### config.mk
export PLATFORM = sky130hd
export DESIGN_NAME = iir_mc_top_flat
export DESIGN_NICKNAME = d
export VERILOG_FILES = /design/src/rtl/iir_mc_pkg.sv /design/src/rtl/iir_mc_if.sv /design/src/rtl/fifo.sv /design/src/rtl/iir_mc_core.sv /design/src/rtl/iir_mc_top.sv /design/src/flat_wrapper.sv
export SDC_FILE = /design/constraint.sdc
export NUM_CORES = 2
export LEC_CHECK = 0
export ABC_CLOCK_PERIOD_IN_PS = 39200
export BUFFER_PORTS_ARGS = -buffer_cell sky130_fd_sc_hd__buf_2
export CAP_MARGIN = 20
export CORE_MARGIN = 10
export CORE_UTILIZATION = 65
export CTS_CLUSTER_SIZE = 16
export DETAILED_ROUTE_END_ITERATION = 10
export GPL_TIMING_DRIVEN = 0
export MAX_ROUTING_LAYER = met4
export PLACE_DENSITY = 0.89
export SETUP_SLACK_MARGIN = 0.2
export SLEW_MARGIN = 0
export SYNTH_ARGS = -nofsm -noshare
export SYNTH_HDL_FRONTEND = slang
export SYNTH_HIERARCHICAL = 1
export SYNTH_SLANG_ARGS = --single-unit
### constraint.sdc
create_clock -name clock -period 39.2 [get_ports clock]
set_clock_uncertainty 0.1 [all_clocks]
set_input_delay 7.84 -clock clock [delete_from_list [all_inputs] [get_ports clock]]
set_output_delay 7.84 -clock clock [all_outputs]
set_load 0.1 [all_outputs]
### src/rtl/iir_mc_pkg.sv
// Shared types and helpers for the multi-channel IIR filter.
// Coefficient storage is sized for the largest supported configuration; modules slice what they use.
package iir_mc_pkg;

    localparam int MAX_TAPS      = 16;
    localparam int MAX_DATA_SIZE = 64;
    localparam int ACC_MAX_W     = 2 * MAX_DATA_SIZE;

    typedef logic [MAX_DATA_SIZE-1:0] coeff_arr_t [MAX_TAPS];

    typedef enum logic [1:0] {
        S_READ  = 2'd0,
        S_MAC   = 2'd1,
        S_WRITE = 2'd2
    } state_t;

    function automatic int idx_w(input int n);
        return (n > 1) ? $clog2(n) : 1;
    endfunction

    // Signed divide by 2^frac_bits rounding toward zero: bias negatives up before the arithmetic shift.
    function automatic logic signed [ACC_MAX_W-1:0] dequantize(input logic signed [ACC_MAX_W-1:0] acc,
                                                               input int frac_bits);
        logic signed [ACC_MAX_W-1:0] bias;
        bias = acc[ACC_MAX_W-1] ? ((ACC_MAX_W'(1) << frac_bits) - ACC_MAX_W'(1)) : '0;
        return (acc + bias) >>> frac_bits;
    endfunction

endpackage

### src/rtl/iir_mc_if.sv
// Stream interface of the IIR filter: input FIFO write side, output FIFO read side, busy flag.
// master drives samples and read enables; slave is the filter.
interface iir_mc_if #(
    parameter int DATA_SIZE = 32,
    parameter int CHAN_W    = 1
);
    logic [DATA_SIZE-1:0] x_in_din;
    logic                 x_in_wr_en;
    logic                 x_in_full;
    logic [DATA_SIZE-1:0] y_out_dout;
    logic                 y_out_rd_en;
    logic                 y_out_empty;
    logic [CHAN_W-1:0]    y_out_chan;
    logic                 busy;

    modport master (output x_in_din, x_in_wr_en, y_out_rd_en,
                    input  x_in_full, y_out_dout, y_out_empty, y_out_chan, busy);
    modport slave  (input  x_in_din, x_in_wr_en, y_out_rd_en,
                    output x_in_full, y_out_dout, y_out_empty, y_out_chan, busy);
endinterface

### src/rtl/fifo.sv
// Generic show-ahead FIFO: dout is the head entry whenever empty is low, zero otherwise.
// One-cycle write-to-visible latency; writes when full and reads when empty are dropped.
module fifo #(
    parameter int WIDTH = 8,
    parameter int DEPTH = 16
) (
    input  logic             clock,
    input  logic             reset,
    input  logic             wr_en,
    input  logic [WIDTH-1:0] din,
    output logic             full,
    input  logic             rd_en,
    output logic [WIDTH-1:0] dout,
    output logic             empty
);
    localparam int AW = (DEPTH > 1) ? $clog2(DEPTH) : 1;
    localparam int CW = $clog2(DEPTH + 1);

    logic [WIDTH-1:0] mem [DEPTH];
    logic [AW-1:0]    wr_ptr, rd_ptr;
    logic [CW-1:0]    count;
    logic             do_wr, do_rd;

    assign full  = (count == CW'(DEPTH));
    assign empty = (count == '0);
    assign do_wr = wr_en && !full;
    assign do_rd = rd_en && !empty;
    assign dout  = empty ? '0 : mem[rd_ptr];

    always_ff @(posedge clock or negedge reset) begin
        if (!reset) begin
            wr_ptr <= '0;
            rd_ptr <= '0;
            count  <= '0;
        end else begin
            if (do_wr) wr_ptr <= (wr_ptr == AW'(DEPTH - 1)) ? '0 : wr_ptr + 1'b1;
            if (do_rd) rd_ptr <= (rd_ptr == AW'(DEPTH - 1)) ? '0 : rd_ptr + 1'b1;
            case ({do_wr, do_rd})
                2'b10:   count <= count + 1'b1;
                2'b01:   count <= count - 1'b1;
                default: ;
            endcase
        end
    end

    always_ff @(posedge clock) begin
        if (do_wr) mem[wr_ptr] <= din;
    end

endmodule

### src/rtl/iir_mc_core.sv
// Time-shared IIR engine: per-channel histories, one MAC per cycle, TAPS+2 cycles per sample.
// Waits in S_READ for input; holds in S_WRITE without committing while the output FIFO is full.
module iir_mc_core
    import iir_mc_pkg::*;
#(
    parameter int         CHANNELS   = 2,
    parameter int         TAPS       = 2,
    parameter int         DATA_SIZE  = 32,
    parameter int         BITS       = 10,
    parameter int         DECIMATION = 1,
    parameter coeff_arr_t X_COEFFS   = '{0: 64'h0000_00B2, 1: 64'h0000_00B2, default: '0},
    parameter coeff_arr_t Y_COEFFS   = '{1: 64'hFFFF_FFFF_FFFF_FD66, default: '0},
    localparam int        CHAN_W     = idx_w(CHANNELS)
) (
    input  logic                        clock,
    input  logic                        reset,
    input  logic [DATA_SIZE-1:0]        in_dat,
    input  logic                        in_empty,
    output logic                        in_pop,
    input  logic                        out_full,
    output logic                        out_push,
    output logic [CHAN_W+DATA_SIZE-1:0] out_dat,
    output logic                        busy
);
    localparam int TAP_W = idx_w(TAPS);
    localparam int DEC_W = idx_w(DECIMATION);
    localparam int ACC_W = 2 * DATA_SIZE;

    state_t                      state_q, state_d;
    logic signed [DATA_SIZE-1:0] x_hist [CHANNELS][TAPS];
    logic signed [DATA_SIZE-1:0] y_hist [CHANNELS][TAPS];
    logic signed [ACC_W-1:0]     acc_q, prod;
    logic [TAP_W-1:0]            tap_q;
    logic [CHAN_W-1:0]           chan_q;
    logic [DEC_W-1:0]            dec_q;
    logic signed [DATA_SIZE-1:0] coef_x, coef_y, samp_x, samp_y, result;
    logic                        commit;

    always_ff @(posedge clock or negedge reset) begin
        if (!reset) state_q <= S_READ;
        else        state_q <= state_d;
    end

    always_comb begin
        state_d  = state_q;
        in_pop   = 1'b0;
        commit   = 1'b0;
        out_push = 1'b0;
        unique case (state_q)
            S_READ: begin
                if (!in_empty) begin
                    in_pop  = 1'b1;
                    state_d = S_MAC;
                end
            end
            S_MAC: begin
                if (tap_q == TAP_W'(TAPS - 1)) state_d = S_WRITE;
            end
            S_WRITE: begin
                if (!out_full) begin
                    commit   = 1'b1;
                    out_push = (dec_q == DEC_W'(DECIMATION - 1));
                    state_d  = S_READ;
                end
            end
            default: state_d = S_READ;
        endcase
    end

    // Tap operand select; the feedback path sees the y history one slot late, so tap 0 has no y term.
    always_comb begin
        coef_x = '0;
        coef_y = '0;
        samp_x = '0;
        samp_y = '0;
        for (int i = 0; i < TAPS; i++) begin
            if (tap_q == TAP_W'(i)) begin
                coef_x = X_COEFFS[i][DATA_SIZE-1:0];
                coef_y = Y_COEFFS[i][DATA_SIZE-1:0];
                samp_x = x_hist[chan_q][i];
                if (i > 0) samp_y = y_hist[chan_q][(i > 0) ? i - 1 : 0];
            end
        end
    end

    assign prod    = ACC_W'(coef_x) * ACC_W'(samp_x) + ACC_W'(coef_y) * ACC_W'(samp_y);
    assign result  = DATA_SIZE'(dequantize(ACC_MAX_W'(acc_q), BITS));
    assign out_dat = {chan_q, result};
    assign busy    = (state_q != S_READ);

    always_ff @(posedge clock or negedge reset) begin
        if (!reset) begin
            for (int c = 0; c < CHANNELS; c++) begin
                for (int i = 0; i < TAPS; i++) begin
                    x_hist[c][i] <= '0;
                    y_hist[c][i] <= '0;
                end
            end
            acc_q  <= '0;
            tap_q  <= '0;
            chan_q <= '0;
            dec_q  <= '0;
        end else begin
            if (in_pop) begin
                x_hist[chan_q][0] <= in_dat;
                for (int i = 1; i < TAPS; i++) x_hist[chan_q][i] <= x_hist[chan_q][i-1];
                acc_q <= '0;
                tap_q <= '0;
            end
            if (state_q == S_MAC) begin
                acc_q <= acc_q + prod;
                tap_q <= tap_q + 1'b1;
            end
            if (commit) begin
                y_hist[chan_q][0] <= result;
                for (int i = 1; i < TAPS; i++) y_hist[chan_q][i] <= y_hist[chan_q][i-1];
                if (chan_q == CHAN_W'(CHANNELS - 1)) begin
                    chan_q <= '0;
                    dec_q  <= (dec_q == DEC_W'(DECIMATION - 1)) ? '0 : dec_q + 1'b1;
                end else begin
                    chan_q <= chan_q + 1'b1;
                end
            end
        end
    end

endmodule

### src/rtl/iir_mc_top.sv
// Multi-channel IIR filter between an input sample FIFO and a tagged output FIFO.
// Latency TAPS+2 cycles from pop to output write; input FIFO fills while the output FIFO is full.
module iir_mc_top
    import iir_mc_pkg::*;
#(
    parameter int         CHANNELS   = 2,
    parameter int         TAPS       = 2,
    parameter int         DATA_SIZE  = 32,
    parameter int         BITS       = 10,
    parameter int         DECIMATION = 1,
    parameter int         FIFO_DEPTH = 16,
    parameter coeff_arr_t X_COEFFS   = '{0: 64'h0000_00B2, 1: 64'h0000_00B2, default: '0},
    parameter coeff_arr_t Y_COEFFS   = '{1: 64'hFFFF_FFFF_FFFF_FD66, default: '0}
) (
    input  logic     clock,
    input  logic     reset,
    iir_mc_if.slave  bus
);
    localparam int CHAN_W = idx_w(CHANNELS);

    logic [DATA_SIZE-1:0]        in_dat;
    logic                        in_empty, in_pop;
    logic                        out_full, out_push;
    logic [CHAN_W+DATA_SIZE-1:0] out_dat, out_q;

    fifo #(.WIDTH(DATA_SIZE), .DEPTH(FIFO_DEPTH)) u_in_fifo (
        .clock (clock),
        .reset (reset),
        .wr_en (bus.x_in_wr_en),
        .din   (bus.x_in_din),
        .full  (bus.x_in_full),
        .rd_en (in_pop),
        .dout  (in_dat),
        .empty (in_empty)
    );

    iir_mc_core #(
        .CHANNELS   (CHANNELS),
        .TAPS       (TAPS),
        .DATA_SIZE  (DATA_SIZE),
        .BITS       (BITS),
        .DECIMATION (DECIMATION),
        .X_COEFFS   (X_COEFFS),
        .Y_COEFFS   (Y_COEFFS)
    ) u_core (
        .clock    (clock),
        .reset    (reset),
        .in_dat   (in_dat),
        .in_empty (in_empty),
        .in_pop   (in_pop),
        .out_full (out_full),
        .out_push (out_push),
        .out_dat  (out_dat),
        .busy     (bus.busy)
    );

    fifo #(.WIDTH(CHAN_W + DATA_SIZE), .DEPTH(FIFO_DEPTH)) u_out_fifo (
        .clock (clock),
        .reset (reset),
        .wr_en (out_push),
        .din   (out_dat),
        .full  (out_full),
        .rd_en (bus.y_out_rd_en),
        .dout  (out_q),
        .empty (bus.y_out_empty)
    );

    assign bus.y_out_chan = out_q[CHAN_W+DATA_SIZE-1:DATA_SIZE];
    assign bus.y_out_dout = out_q[DATA_SIZE-1:0];

endmodule

### src/flat_wrapper.sv
// flat-port wrapper written by rule: the top's interface ports become plain ports
module iir_mc_top_flat import iir_mc_pkg::*;
#(
    parameter int         CHANNELS   = 2,
    parameter int         TAPS       = 2,
    parameter int         DATA_SIZE  = 32,
    parameter int         BITS       = 10,
    parameter int         DECIMATION = 1,
    parameter int         FIFO_DEPTH = 16,
    parameter coeff_arr_t X_COEFFS   = '{0: 64'h0000_00B2, 1: 64'h0000_00B2, default: '0},
    parameter coeff_arr_t Y_COEFFS   = '{1: 64'hFFFF_FFFF_FFFF_FD66, default: '0}
)
  (clock, reset, bus_x_in_din, bus_x_in_wr_en, bus_y_out_rd_en, bus_x_in_full, bus_y_out_dout, bus_y_out_empty, bus_y_out_chan, bus_busy);
  iir_mc_if #(.DATA_SIZE(DATA_SIZE), .CHAN_W(1)) bus_i ();
  input  logic clock;
  input  logic reset;
  input wire logic [$bits(bus_i.x_in_din)-1:0] bus_x_in_din;
  input wire logic [$bits(bus_i.x_in_wr_en)-1:0] bus_x_in_wr_en;
  input wire logic [$bits(bus_i.y_out_rd_en)-1:0] bus_y_out_rd_en;
  output wire logic [$bits(bus_i.x_in_full)-1:0] bus_x_in_full;
  output wire logic [$bits(bus_i.y_out_dout)-1:0] bus_y_out_dout;
  output wire logic [$bits(bus_i.y_out_empty)-1:0] bus_y_out_empty;
  output wire logic [$bits(bus_i.y_out_chan)-1:0] bus_y_out_chan;
  output wire logic [$bits(bus_i.busy)-1:0] bus_busy;
  assign bus_i.x_in_din = bus_x_in_din;
  assign bus_i.x_in_wr_en = bus_x_in_wr_en;
  assign bus_i.y_out_rd_en = bus_y_out_rd_en;
  assign bus_x_in_full = bus_i.x_in_full;
  assign bus_y_out_dout = bus_i.y_out_dout;
  assign bus_y_out_empty = bus_i.y_out_empty;
  assign bus_y_out_chan = bus_i.y_out_chan;
  assign bus_busy = bus_i.busy;
  iir_mc_top #(.CHANNELS(CHANNELS), .TAPS(TAPS), .DATA_SIZE(DATA_SIZE), .BITS(BITS), .DECIMATION(DECIMATION), .FIFO_DEPTH(FIFO_DEPTH), .X_COEFFS(X_COEFFS), .Y_COEFFS(Y_COEFFS)) u_core (.clock(clock), .reset(reset), .bus(bus_i));
endmodule
==> flow_metrics.py <==
metrics = {
    "worst_setup_path": {
        "crit_fanout": 10,
        "critPathKind": "flip-flop to flip-flop",
        "rrSetupSlack_ps": 23790,
        "cpMaxStageDelayCell": "clkbuf_1",
        "cp_num_buf_inv": 11,
        "cp.arrival_ps": 16010,
        "cp.required_ps": 39800,
        "worstSetupStartpoint": "u_core/u_core/tap_q",
        "cp_common_cell": "fa_1",
        "end_kind": "flip-flop",
        "setup.worst_path.start_class": "flip-flop",
        "max_stage_delay_ps": 990,
        "cp_top_family": "adder cells",
        "r2r_start": "u_core/u_core/tap_q",
    },
    "sta": {
        "worst_pin_slew_ps": 1297,
        "setup_viol": 0,
        "slew_headroom_pct": 13.19,
        "fin_crit_sh_pct": 39.31,
        "timing.fmax_mhz": 64.89,
        "slew_viol_final": 0,
        "rsz0062_at_grt": "no",
        "fin_crit_ps": 15410,
        "hold_violations": 0,
        "tns_ps": 0,
    },
    "clock_tree": {
        "cts_num_sinks": 1325,
        "cts_buffer_depth": 3,
        "clk_latency_ps": 800,
        "path_clk_slew_ps": 70,
        "ctsResizeCount": 0,
        "hold_buffers": 0,
        "cts_buffers": 133,
        "post_cts_buffers": 0,
        "cts_tree": "built",
        "cts_max_level": 4,
        "cts_root_buffer": "clkbuf_16",
    },
    "grt": {
        "grt_use_met2_pct": 54.57,
        "grt_usage_pct": 33.60,
        "grt_pass1_wl_um": 334300,
        "overflow": 0,
        "grt_max_degree": 118,
        "use_met3_pct": 7.319,
        "grtUsageMet1_pct": 38.57,
        "antenna_found_initial": 7,
        "grt_busiest_layer": "met2",
        "grt_pass1_vias": 54040,
    },
    "detailed_routing": {
        "drt_iter0_markers": 5680,
        "viasPerCell": 6.597,
        "routedWlPerCell_um": 29.21,
        "antenna_left": 0,
        "dr.pass1.iters": 8,
        "routed_wl_um": 220900,
        "num_vias": 49880,
        "route.detailed.drc": 0,
    },
    "logic_synthesis": {
        "synth_common_cells": "edfxtp_1, inv_1, fa_1",
        "ys.flop_type": "edfxtp_1",
        "yosysWarningCount": 6,
        "postSynthCellCount": 5543,
        "synth_edf_count": 1040,
        "syn_area_per_cell_um2": 14.49,
        "synth-seq-cells": 1325,
        "yosysSeqAreaShare_pct": 47.75,
        "async_flop_share_pct": 21.51,
        "synth_top_area_share_pct": 38.87,
        "synth.most_common_cell": "edfxtp_1",
        "synth_top_cell_by_area": "edfxtp_1",
        "ys_types": 88,
        "synth_area_leaders": "edfxtp_1, fa_1, dfrtp_1",
        "syn_area_um2": 80330,
    },
    "floorplanning": {
        "start_util_pct": 65.74,
        "dieArea_um2": 138100,
        "die_y_um": 371.6,
        "std_cell_rows": 128,
        "core_um2": 122200,
        "die_w_um": 371.6,
        "num_io_pins": 72,
    },
    "min_path": {
        "hp-start": "u_core/u_core/y_hist[108]",
        "hold_class": "flip-flop to flip-flop",
    },
    "cells_and_area": {
        "drive_above_1_share_pct": 16.26,
        "fillers": 6860,
        "nets": 6990,
        "area_delta_synth_final_pct": 10.17,
    },
    "placed_design": {
        "gp_congestion": 0.9664,
        "portBuffers": 71,
        "dp_hpwl_um": 148500,
    },
    "run": {
        "maxCapViolations": 0,
    },
    "outcome": {
        "status": "completed",
    },
}
-- tightest hold or removal path, cell delays in order, from the launching register on --
cell     delay [ps]
dfrtp_1         340
nand2_1          40
o21ai_0          60
-- per-stage QoR --
stage	hold slack [ps]	area, um2	utilization, %	std cells	setup WS, ps
2_1_floorplan	344.4	80350	-	5546	26160
3_3_place_gp	355.5	82730	67.71	7242	22660
3_5_place_dp	366.2	84070	68.80	7307	24340
6_report	380.8	88500	72.43	7562	23790
4_1_cts	381.0	88420	72.36	7549	24120
5_1_grt	400.3	88500	72.42	7560	23400
-- per-layer routing --
metal	part of all wire [%]	vias to the layer above
met5	0	-
met3	10	1052
li1	-	19960
met2	49	3712
met1	33	25160
met4	7.2	0
-- cell families after synthesis --
| logic type | share of synthesized area, % |
|---|---|
| AO/OA/AOI/OAI | 5.587 |
| XOR/XNOR | 1.740 |
| adder cells (fa/ha/maj) | 24.19 |
| buffers and inverters | 6.088 |
| flip-flops | 47.75 |
| multiplexers | 11.66 |
| other | 0.004668 |
| AND/OR/NAND/NOR | 2.978 |
-- cell usage in the layout (no fill, tap or decap), types with 13 or more instances in the layout --
master / Yosys / layout
clkbuf_1: 123 / 154
xor2_1: 54 / 54
clkbuf_16: 0 / 133
o21ai_1: 43 / 43
nand2_1: 202 / 202
buf_2: 34 / 105
o21a_1: 13 / 13
buf_1: 30 / 29
inv_1: 1013 / 1007
buf_6: 20 / 49
a211oi_1: 17 / 17
o21ai_0: 140 / 140
nand2b_1: 14 / 14
and2_1: 21 / 19
a21oi_1: 85 / 85
nor2_1: 91 / 67
o21bai_1: 16 / 16
buf_12: 2 / 27
nor3_1: 28 / 20
clkinv_1: 0 / 14
a21o_1: 59 / 59
nor2_4: 2 / 26
fa_1: 700 / 700
nand3_1: 57 / 57
ha_1: 433 / 433
o211ai_2: 20 / 20
clkinv_2: 0 / 21
o211ai_1: 179 / 179
edfxtp_1: 1040 / 1040
dfrtp_1: 285 / 285
mux2i_1: 75 / 75
mux2_2: 154 / 154
xnor2_1: 103 / 102
mux4_2: 305 / 305
nand4_1: 19 / 19
nor2b_1: 25 / 25
-- flip-flops by register name, indices dropped and copies added (netlist names), 2 cells and up --
signal                    count
u_core/u_core/acc_q          63
u_core/u_core/state_q         2
u_core/u_core/x_hist        128
u_core/u_core/y_hist         64
u_core/u_in_fifo/count        5
u_core/u_in_fifo/mem        512
u_core/u_in_fifo/rd_ptr       4
u_core/u_in_fifo/wr_ptr       4
u_core/u_out_fifo/count       5
u_core/u_out_fifo/mem       528
u_core/u_out_fifo/rd_ptr      4
u_core/u_out_fifo/wr_ptr      4
-- path summary, 6_finish.rpt --
kind,endpoint,cells past startpoint
min in group asynchronous,u_core/u_core/x_hist[114],1
hold reg to reg,u_core/u_core/y_hist[108],2
setup reg to reg,u_core/u_core/acc_q[63],46
hold / removal,u_core/u_core/y_hist[108],2
setup / recovery,u_core/u_core/acc_q[63],46
max in group asynchronous,u_core/u_core/y_hist[122],2
-- area by class of cell --
type,count,area [um2],area share (%)
well taps,1625,2033,2.297
plain buffers,216,1071,1.210
clock inverters,70,788.3,0.8906
inverters,1018,3826,4.323
repair buffers,140,1523,1.720
clock buffers,172,3555,4.016
multi-input cells,2987,37320,42.17
diodes,9,22.52,0.02545
flip-flops and latches,1325,38360,43.34
Power is not shown: default switching activity piles up to over one toggle a cycle in this logic, so the estimate is an artifact.
